===== config.mk =====
export PLATFORM = sky130hd
export DESIGN_NAME = shape_scanner
export DESIGN_NICKNAME = d
export VERILOG_FILES = /design/src/rtl/shape_pkg.sv /design/src/rtl/raster_counter.sv /design/src/rtl/shape_scanner.sv
export SDC_FILE = /design/constraint.sdc
export NUM_CORES = 1
export LEC_CHECK = 0
export CAP_MARGIN = 0
export CORE_AREA = 2 2 248 250
export CTS_CLUSTER_DIAMETER = 150
export CTS_CLUSTER_SIZE = 8
export DETAILED_ROUTE_END_ITERATION = 8
export DIE_AREA = 0 0 250 252
export PLACE_DENSITY = 0.72
export SYNTH_ARGS = -nofsm -noshare
export SYNTH_HDL_FRONTEND = slang
export SYNTH_HIERARCHICAL = 1
export SYNTH_SLANG_ARGS = --single-unit

===== constraint.sdc =====
create_clock -name clk -period 36.6 [get_ports clk]
set_input_delay 7.32 -clock clk [delete_from_list [all_inputs] [get_ports clk]]
set_output_delay 7.32 -clock clk [all_outputs]
set_load 0.005 [all_outputs]

===== src/rtl/shape_pkg.sv =====
`default_nettype none
// ============================================================================
//  Module   : shape_pkg
//  Purpose  : Shared bitmap geometry, bitmap type and scanner state encoding.
//  Revision : 1.0  initial release
// ============================================================================
package shape_pkg;

    localparam int SHAPE_W = 25;
    localparam int SHAPE_H = 25;
    localparam int COORD_W = 5;

    localparam logic [COORD_W-1:0] c_x_last = COORD_W'(SHAPE_W - 1);
    localparam logic [COORD_W-1:0] c_y_last = COORD_W'(SHAPE_H - 1);

    // Row 0 is the top row; bit SHAPE_W-1 of a row is the leftmost column.
    typedef logic [SHAPE_H-1:0][SHAPE_W-1:0] shape_t;

    typedef enum logic [0:0] {
        IDLE = 1'b0,
        SCAN = 1'b1
    } scan_state_t;

    // Column counted from the left mapped onto the row's bit index.
    function automatic logic [COORD_W-1:0] col_bit(input logic [COORD_W-1:0] x);
        return c_x_last - x;
    endfunction

endpackage
`default_nettype wire


===== src/rtl/raster_counter.sv =====
`default_nettype none
// ============================================================================
//  Module   : raster_counter
//  Purpose  : Left-to-right, top-to-bottom x/y raster position counter.
//  Revision : 1.0  initial release
// ============================================================================
module raster_counter
    import shape_pkg::*;
(
    input  logic               clk,
    input  logic               advance,
    input  logic               clear,
    output logic [COORD_W-1:0] x,
    output logic [COORD_W-1:0] y,
    output logic               eol,
    output logic               eof
);

    logic [COORD_W-1:0] r_x;
    logic [COORD_W-1:0] r_y;

    always_ff @(posedge clk) begin
        if (clear) begin
            r_x <= '0;
            r_y <= '0;
        end else if (advance) begin
            if (r_x == c_x_last) begin
                r_x <= '0;
                // Wrapping y at the frame end keeps both counters in range.
                r_y <= (r_y == c_y_last) ? '0 : r_y + 1'b1;
            end else begin
                r_x <= r_x + 1'b1;
            end
        end
    end

    assign x   = r_x;
    assign y   = r_y;
    assign eol = (r_x == c_x_last);
    assign eof = (r_x == c_x_last) && (r_y == c_y_last);

endmodule
`default_nettype wire


===== src/rtl/shape_scanner.sv =====
`default_nettype none
// ============================================================================
//  Module   : shape_scanner
//  Purpose  : Snapshots a 25x25 bitmap and streams it pixel by pixel over a
//             valid/ready interface with raster coordinates and framing flags.
//  Revision : 1.0  initial release
// ============================================================================
module shape_scanner
    import shape_pkg::*;
#(
    parameter bit INVERT = 1'b0
)(
    input  logic               clk,
    input  logic               reset,
    input  shape_t             ishapes,
    input  logic               start,
    output logic               busy,
    output logic               pix_valid,
    input  logic               pix_ready,
    output logic               pix_data,
    output logic [COORD_W-1:0] pix_x,
    output logic [COORD_W-1:0] pix_y,
    output logic               pix_eol,
    output logic               pix_eof,
    output logic               done
);

    scan_state_t        r_state;
    shape_t             r_snapshot;
    logic               r_busy;
    logic               r_valid;
    logic               r_done;

    logic [COORD_W-1:0] w_x;
    logic [COORD_W-1:0] w_y;
    logic               w_eol;
    logic               w_eof;
    logic               w_handshake;
    logic               w_start_accept;
    logic               w_clear;

    assign w_handshake    = r_valid & pix_ready;
    assign w_start_accept = (r_state == IDLE) & start & ~reset;
    assign w_clear        = reset | w_start_accept;

    raster_counter u_raster (
        .clk     (clk),
        .advance (w_handshake),
        .clear   (w_clear),
        .x       (w_x),
        .y       (w_y),
        .eol     (w_eol),
        .eof     (w_eof)
    );

    always_ff @(posedge clk) begin
        if (reset) begin
            r_state <= IDLE;
            r_busy  <= 1'b0;
            r_valid <= 1'b0;
            r_done  <= 1'b0;
        end else begin
            r_done <= 1'b0;
            case (r_state)
                IDLE: begin
                    if (start) begin
                        r_state <= SCAN;
                        r_busy  <= 1'b1;
                        r_valid <= 1'b1;
                    end
                end
                SCAN: begin
                    if (w_handshake && w_eof) begin
                        r_state <= IDLE;
                        r_busy  <= 1'b0;
                        r_valid <= 1'b0;
                        r_done  <= 1'b1;
                    end
                end
                default: begin
                    r_state <= IDLE;
                    r_busy  <= 1'b0;
                    r_valid <= 1'b0;
                end
            endcase
        end
    end

    // Snapshot has no reset: its contents only matter after a capture.
    always_ff @(posedge clk) begin
        if (w_start_accept) begin
            r_snapshot <= ishapes;
        end
    end

    assign busy      = r_busy;
    assign pix_valid = r_valid;
    assign done      = r_done;
    assign pix_x     = r_valid ? w_x : '0;
    assign pix_y     = r_valid ? w_y : '0;
    assign pix_eol   = r_valid & w_eol;
    assign pix_eof   = r_valid & w_eof;
    assign pix_data  = r_valid ? (r_snapshot[w_y][col_bit(w_x)] ^ INVERT) : INVERT;

endmodule
`default_nettype wire


### Word level (Yosys, flattened, before mapping)

Index checks and enable logic that the tools add are counted.

| word-level totals | value |
|---|---|
| register bits | 638 |
| input bits | 629 |
| output and inout bits | 16 |
| word-level logic and storage cells | 68 |

| operators by class | value |
|---|---|
| add/subtract/negate cells | 3 |
| order comparisons | 2 |
| equal/unequal tests | 4 |
| mux-type cells | 16 |
| bitwise operators | 8 |
| reductions and logical operators | 5 |

Operator list:

| kind | count |
|---|---|
| $bmux W25 S5 | 1 |
| $mux W25 | 1 |
| $mux W5 | 4 |
| $lt A5 B6 Y1 const B | 2 |
| $add A5 B1 Y5 const B | 2 |
| $eq A5 B5 Y1 const B | 2 |
| $mux W1 | 7 |
| $and A1 B1 Y1 | 5 |
| $bmux W1 S5 | 1 |
| $sub A5 B5 Y5 const A | 1 |
| $pmux W1 S2 | 2 |
| $reduce_and A2 Y1 | 2 |
| $logic_and A1 B1 Y1 | 2 |
| $ne A2 B1 Y1 const B | 1 |
| $ne A2 B2 Y1 const B | 1 |
| $not A1 Y1 | 2 |
| $reduce_or A2 Y1 | 1 |
| $or A1 B1 Y1 | 1 |

### Depth between registers and ports, before layout

| logic depth | value |
|---|---|
| depth after elaboration | 5 |
| gate-level depth with buffers | 12 |
| depth with buffers taken out | 9 |

### Modules after synthesis

Netlist, hierarchy kept.

Modules (own cells, without submodules):

| module | instances | cells an instance | area an instance (µm²) |
|---|---|---|---|
| shape_scanner | 1 | 1,092 | 24,267.0 |
| raster_counter | 1 | 58 | 530.5 |

### Worst setup path before layout

OpenSTA, ideal clock, no wires.

| timing path | value |
|---|---|
| path type | input port to flip-flop |
| from | in start |
| to | reg r_snapshot[0] (netlist name) (enable) |
| setup time | 1,630 ps |
| data arrival time | 33,276 ps |
| required time | 34,970 ps |
| path slack | 1,694 ps |
| stages | 2 |
| cells stage by stage | nand2b_1 -> nor2_1 |

| on the way | value |
|---|---|
| longest elaborated chain between the ends | 2 |

RTL lines:

| element | RTL line | RTL |
|---|---|---|
| start, declared | shape_scanner.sv:16 | `input logic start,` |
| $and A1 B1 Y1 (2 in series) | shape_scanner.sv:43 | `assign w_start_accept = (r_state == IDLE) & start & ~reset;` |
| net w_start_accept | shape_scanner.sv:39 | `logic w_start_accept;` |
| end signal, assigned | shape_scanner.sv:92 | `r_snapshot <= ishapes;` |
| end, declared | shape_scanner.sv:29 | `shape_t r_snapshot;` |

The timed path passes the listed nets, and every way through them passes these cells.
A chain may end at the register's enable or synchronous reset.

### Final worst setup path

| timing path | value |
|---|---|
| from | reg u_raster.r_y[1] (netlist: u_raster/y[1]) |
| to | out pix_data |

| on the way | value |
|---|---|
| longest elaborated chain between the ends | 5 |

RTL lines:

| element | RTL line | RTL |
|---|---|---|
| start, declared | raster_counter.sv:20 | `logic [COORD_W-1:0] r_y;` |
| start signal, assigned | raster_counter.sv:30 | `r_y <= (r_y == c_y_last) ? '0 : r_y + 1'b1;` |
| $bmux W25 S5 | shape_scanner.sv:103 | `assign pix_data = r_valid ? (r_snapshot[w_y][col_bit(w_x)] ^ INVERT) : INVERT;` |
| $mux W25 (not written as such) | shape_scanner.sv:103 |  |
| $bmux W1 S5 | shape_scanner.sv:103 |  |
| $mux W1 (not written as such) | shape_scanner.sv:103 |  |
| $mux W1 | shape_scanner.sv:103 |  |
| end, declared | shape_scanner.sv:20 | `output logic pix_data,` |

Every way passes these cells. The select of a mux whose other input is x is not followed.

==> flow_summary_export.csv <==
group,metric,value,unit
run_status,status,"complete, no violations",
sta,setup_viol,0,
synthesis,async_reset_ff_share,0,%
clock_tree,cts_resized,0,
cells_and_area,utilization,57.5,%
worst_hold_path,min-delay-path-class,"register to register",
drt,drc,0,
cells_and_area,fin_cells,2683,
sta,tightest_slew,1.36,ns
synthesis,syn_nets,1784,
cells_and_area,nets,2477,
clock_tree,cts_setup_buffers,0,
synthesis,synth_edf_count,625,
critical_path,cp.arrival,5.51,ns
sta,slew-limit-headroom,9.49,%
synthesis,ys_seq_elements,638,
grt,grt_overflow,0,
clock_tree,cts_buffers,89,
drt,via_per_inst,5.36,
clock_tree,clk_latency,0.64,ns
grt,grt_max_degree,216,
drt,ant_nets,0,
clock_tree,cts.sinks,638,
cells_and_area,final_common_cell,"clkdlybuf4s50_1",
cells_and_area,area_growth,39.5,%
sta,fin_skew,0.0223,ns
placed_design,place_worst_setup_slack,24.43,ns
critical_path,worstSetupEndpointType,"output pin",
placed_design,gp_congestion,0.868,
clock_tree,cts-root-buf,"clkbuf_16",
drt,wire_per_inst,28.3,µm
synthesis,yosysTopAreaCellShare,75.7,%
cells_and_area,fill_cells,4540,
clock_tree,htree_levels,3,
clock_tree,cts.reportedPaths.clkPinSlew,0.05,ns
synthesis,avgSynthCellArea,21.6,µm²
synthesis,synth_ff_type,"edfxtp_1",
drt,dr.first_iter.drc_count,1220,
power_and_ir_drop,vdd_ir_drop_max,0.0000357,V
synthesis,ys_warn_count,6,
synthesis,netlist_top_cells_area,"edfxtp_1 76%, mux4_2 14%, dfxtp_1 1.0%, a21oi_1 0.97%, mux2i_1 0.85%",
grt,grt_pass1_wl,106000,µm
floorplan,start_util,41.2,%
cells_and_area,regArea,19000,µm²
cells_and_area,drive_above_1_share,15.4,%
sta,fin_setup_tns,0,ns
critical_path,path_class,"register to output pin",
critical_path,worstSetupStartpointType,"register",
floorplan,chipHeight,252,µm
power_and_ir_drop,power-per-cell-area,49.4,nW/µm²
grt,antenna_found_initial,37,
floorplan,rows,90,
clock_tree,cts_tree,"yes",
grt,grt_use_total,24.0,%
synthesis,ys_seq_area_share,76.7,%
floorplan,pin_count,645,
drt,num_vias,14400,
clock_tree,hold_buffers,0,
placed_design,dp.cells,2534,
critical_path,cp.required,29.28,ns
critical_path,critPathMaxFanout,63,
placed_design,io_buffers,644,
synthesis,yosysUniqueCellTypes,58,
grt,first_global_vias,15600,
sta,finalHoldViolCount,0,
drt,drt_first_pass_iters,5,
floorplan,die-width,250,µm
synthesis,syn_area,24800,µm²
sta,rsz0062_at_grt,"false",
placed_design,detailed_place_hpwl,55400,µm
drt,finalWirelength,76100,µm
cells_and_area,final_cell_mix,"644 x clkdlybuf4s50_1, 625 x edfxtp_1, 155 x mux4_2, 90 x clkbuf_16, 48 x a21oi_1",
synthesis,synth_top_area_cell,"edfxtp_1",
job,drv_cap,0,
floorplan,design.die.area,63000,µm²
clock_tree,cts_buffer_depth,3,
power_and_ir_drop,p_leak,11.1,nW
sta,min_period_over_period,35.1,%
sta,slew_violations,0,
sta,fmax,77.9,MHz
sta,worst_slack,23.77,ns
synthesis,synthCells,1150,
cells_and_area,multi_input_area,5360,µm²
floorplan,coreArea,60100,µm²
sta,period_needed,12.83,ns
## critical path, stage by stage (launching register included)
cell and delay [ns]:
dfxtp_4 0.76, buf_4 0.78, buf_4 0.85, mux4_2 0.37, a22oi_1 0.15, nand4_1 0.23, a22oi_1 0.09, a211oi_1 0.32
o31ai_1 0.12, nor3_1 0.46, clkdlybuf4s50_1 0.62
## state kept, by name, indices dropped and copies added (netlist names)
name and count:
u_raster/y 5, done 1, r_state 1, pix_valid 1, r_snapshot 625, u_raster/x 5
## cells by family after synthesis
logic type | count (synthesis) | synth area share (%)
multiplexers | 179 | 15.1
adder cells (fa/ha/maj) | 5 | 0.252
flip-flops | 638 | 76.7
buffers and inverters | 75 | 1.70
AND/OR/NAND/NOR | 112 | 2.46
AO/OA/AOI/OAI | 133 | 3.51
XOR/XNOR | 8 | 0.283
## routing by layer
layer	share of wire (%)	global-route usage [%]	vias to the layer above	wire, µm
met5	0.083	0	-	63
met4	3.1	9.29	10	2390
met3	9.3	8.60	148	7100
met2	51	41.1	728	39100
met1	36	27.7	7239	27400
li1	-	-	6258	-
## through the flow
stage	total power, mW	hold slack, ns	cell area (µm²)
CTS	1.72	0.467	34500
floorplan	0.928	0.431	24800
global route	1.76	0.478	34600
detailed placement	0.980	0.459	32100
finish	1.71	0.464	34600
global placement	0.976	0.459	32100
## area by class of cell
class,instances,share of cell area (%)
multi-input cells,437,15.5
inverters,14,0.156
clock buffers,112,6.75
diodes,30,0.217
flip-flops and latches,638,55.1
well taps,782,2.83
clock inverters,7,0.344
repair buffers,663,19.2
## where the power goes
group / switching [mW] / total [mW] / internal (mW) / leakage (nW)
Clock: 0.299 / 0.741 / 0.443 / 1.19
Combinational: 0.0401 / 0.112 / 0.0718 / 3.98
Sequential: 0.00963 / 0.854 / 0.844 / 5.90
## Yosys cell counts (all sizes together) (2+ instances only)
master	count
mux4	155
a211oi	8
a22o	2
clkinv	2
nand2b	6
nor3	15
ha	5
edfxtp	625
o31ai	4
o311ai	4
o221ai	3
a221oi	2
xnor2	3
o21ai	15
nand4b	3
clkbuf	16
a31oi	2
a21oi	48
nor3b	2
dfxtp	13
or2	2
o2bb2ai	3
nand4	4
nor4	2
xor2	5
a22oi	24
o211ai	3
and2	14
nand3	11
nor2b	9
nor2	18
buf	45
o22ai	7
inv	12
mux2i	21
mux2	3
nand2	23
## path summary, 6_finish.rpt
check             depth (start not counted)                   endpoint                       start  slack (ns)
hold reg to reg                           2            done$_SDFF_PP0_          r_state$_SDFF_PP0_        0.46
setup reg to reg                          5  r_snapshot[389]$_DFFE_PP_          r_state$_SDFF_PP0_       32.84
hold / removal                            2            done$_SDFF_PP0_          r_state$_SDFF_PP0_        0.46
setup / recovery                         10                   pix_data  u_raster/y[1]$_SDFFE_PP0P_       23.77
(Power assumes the default switching activity.)
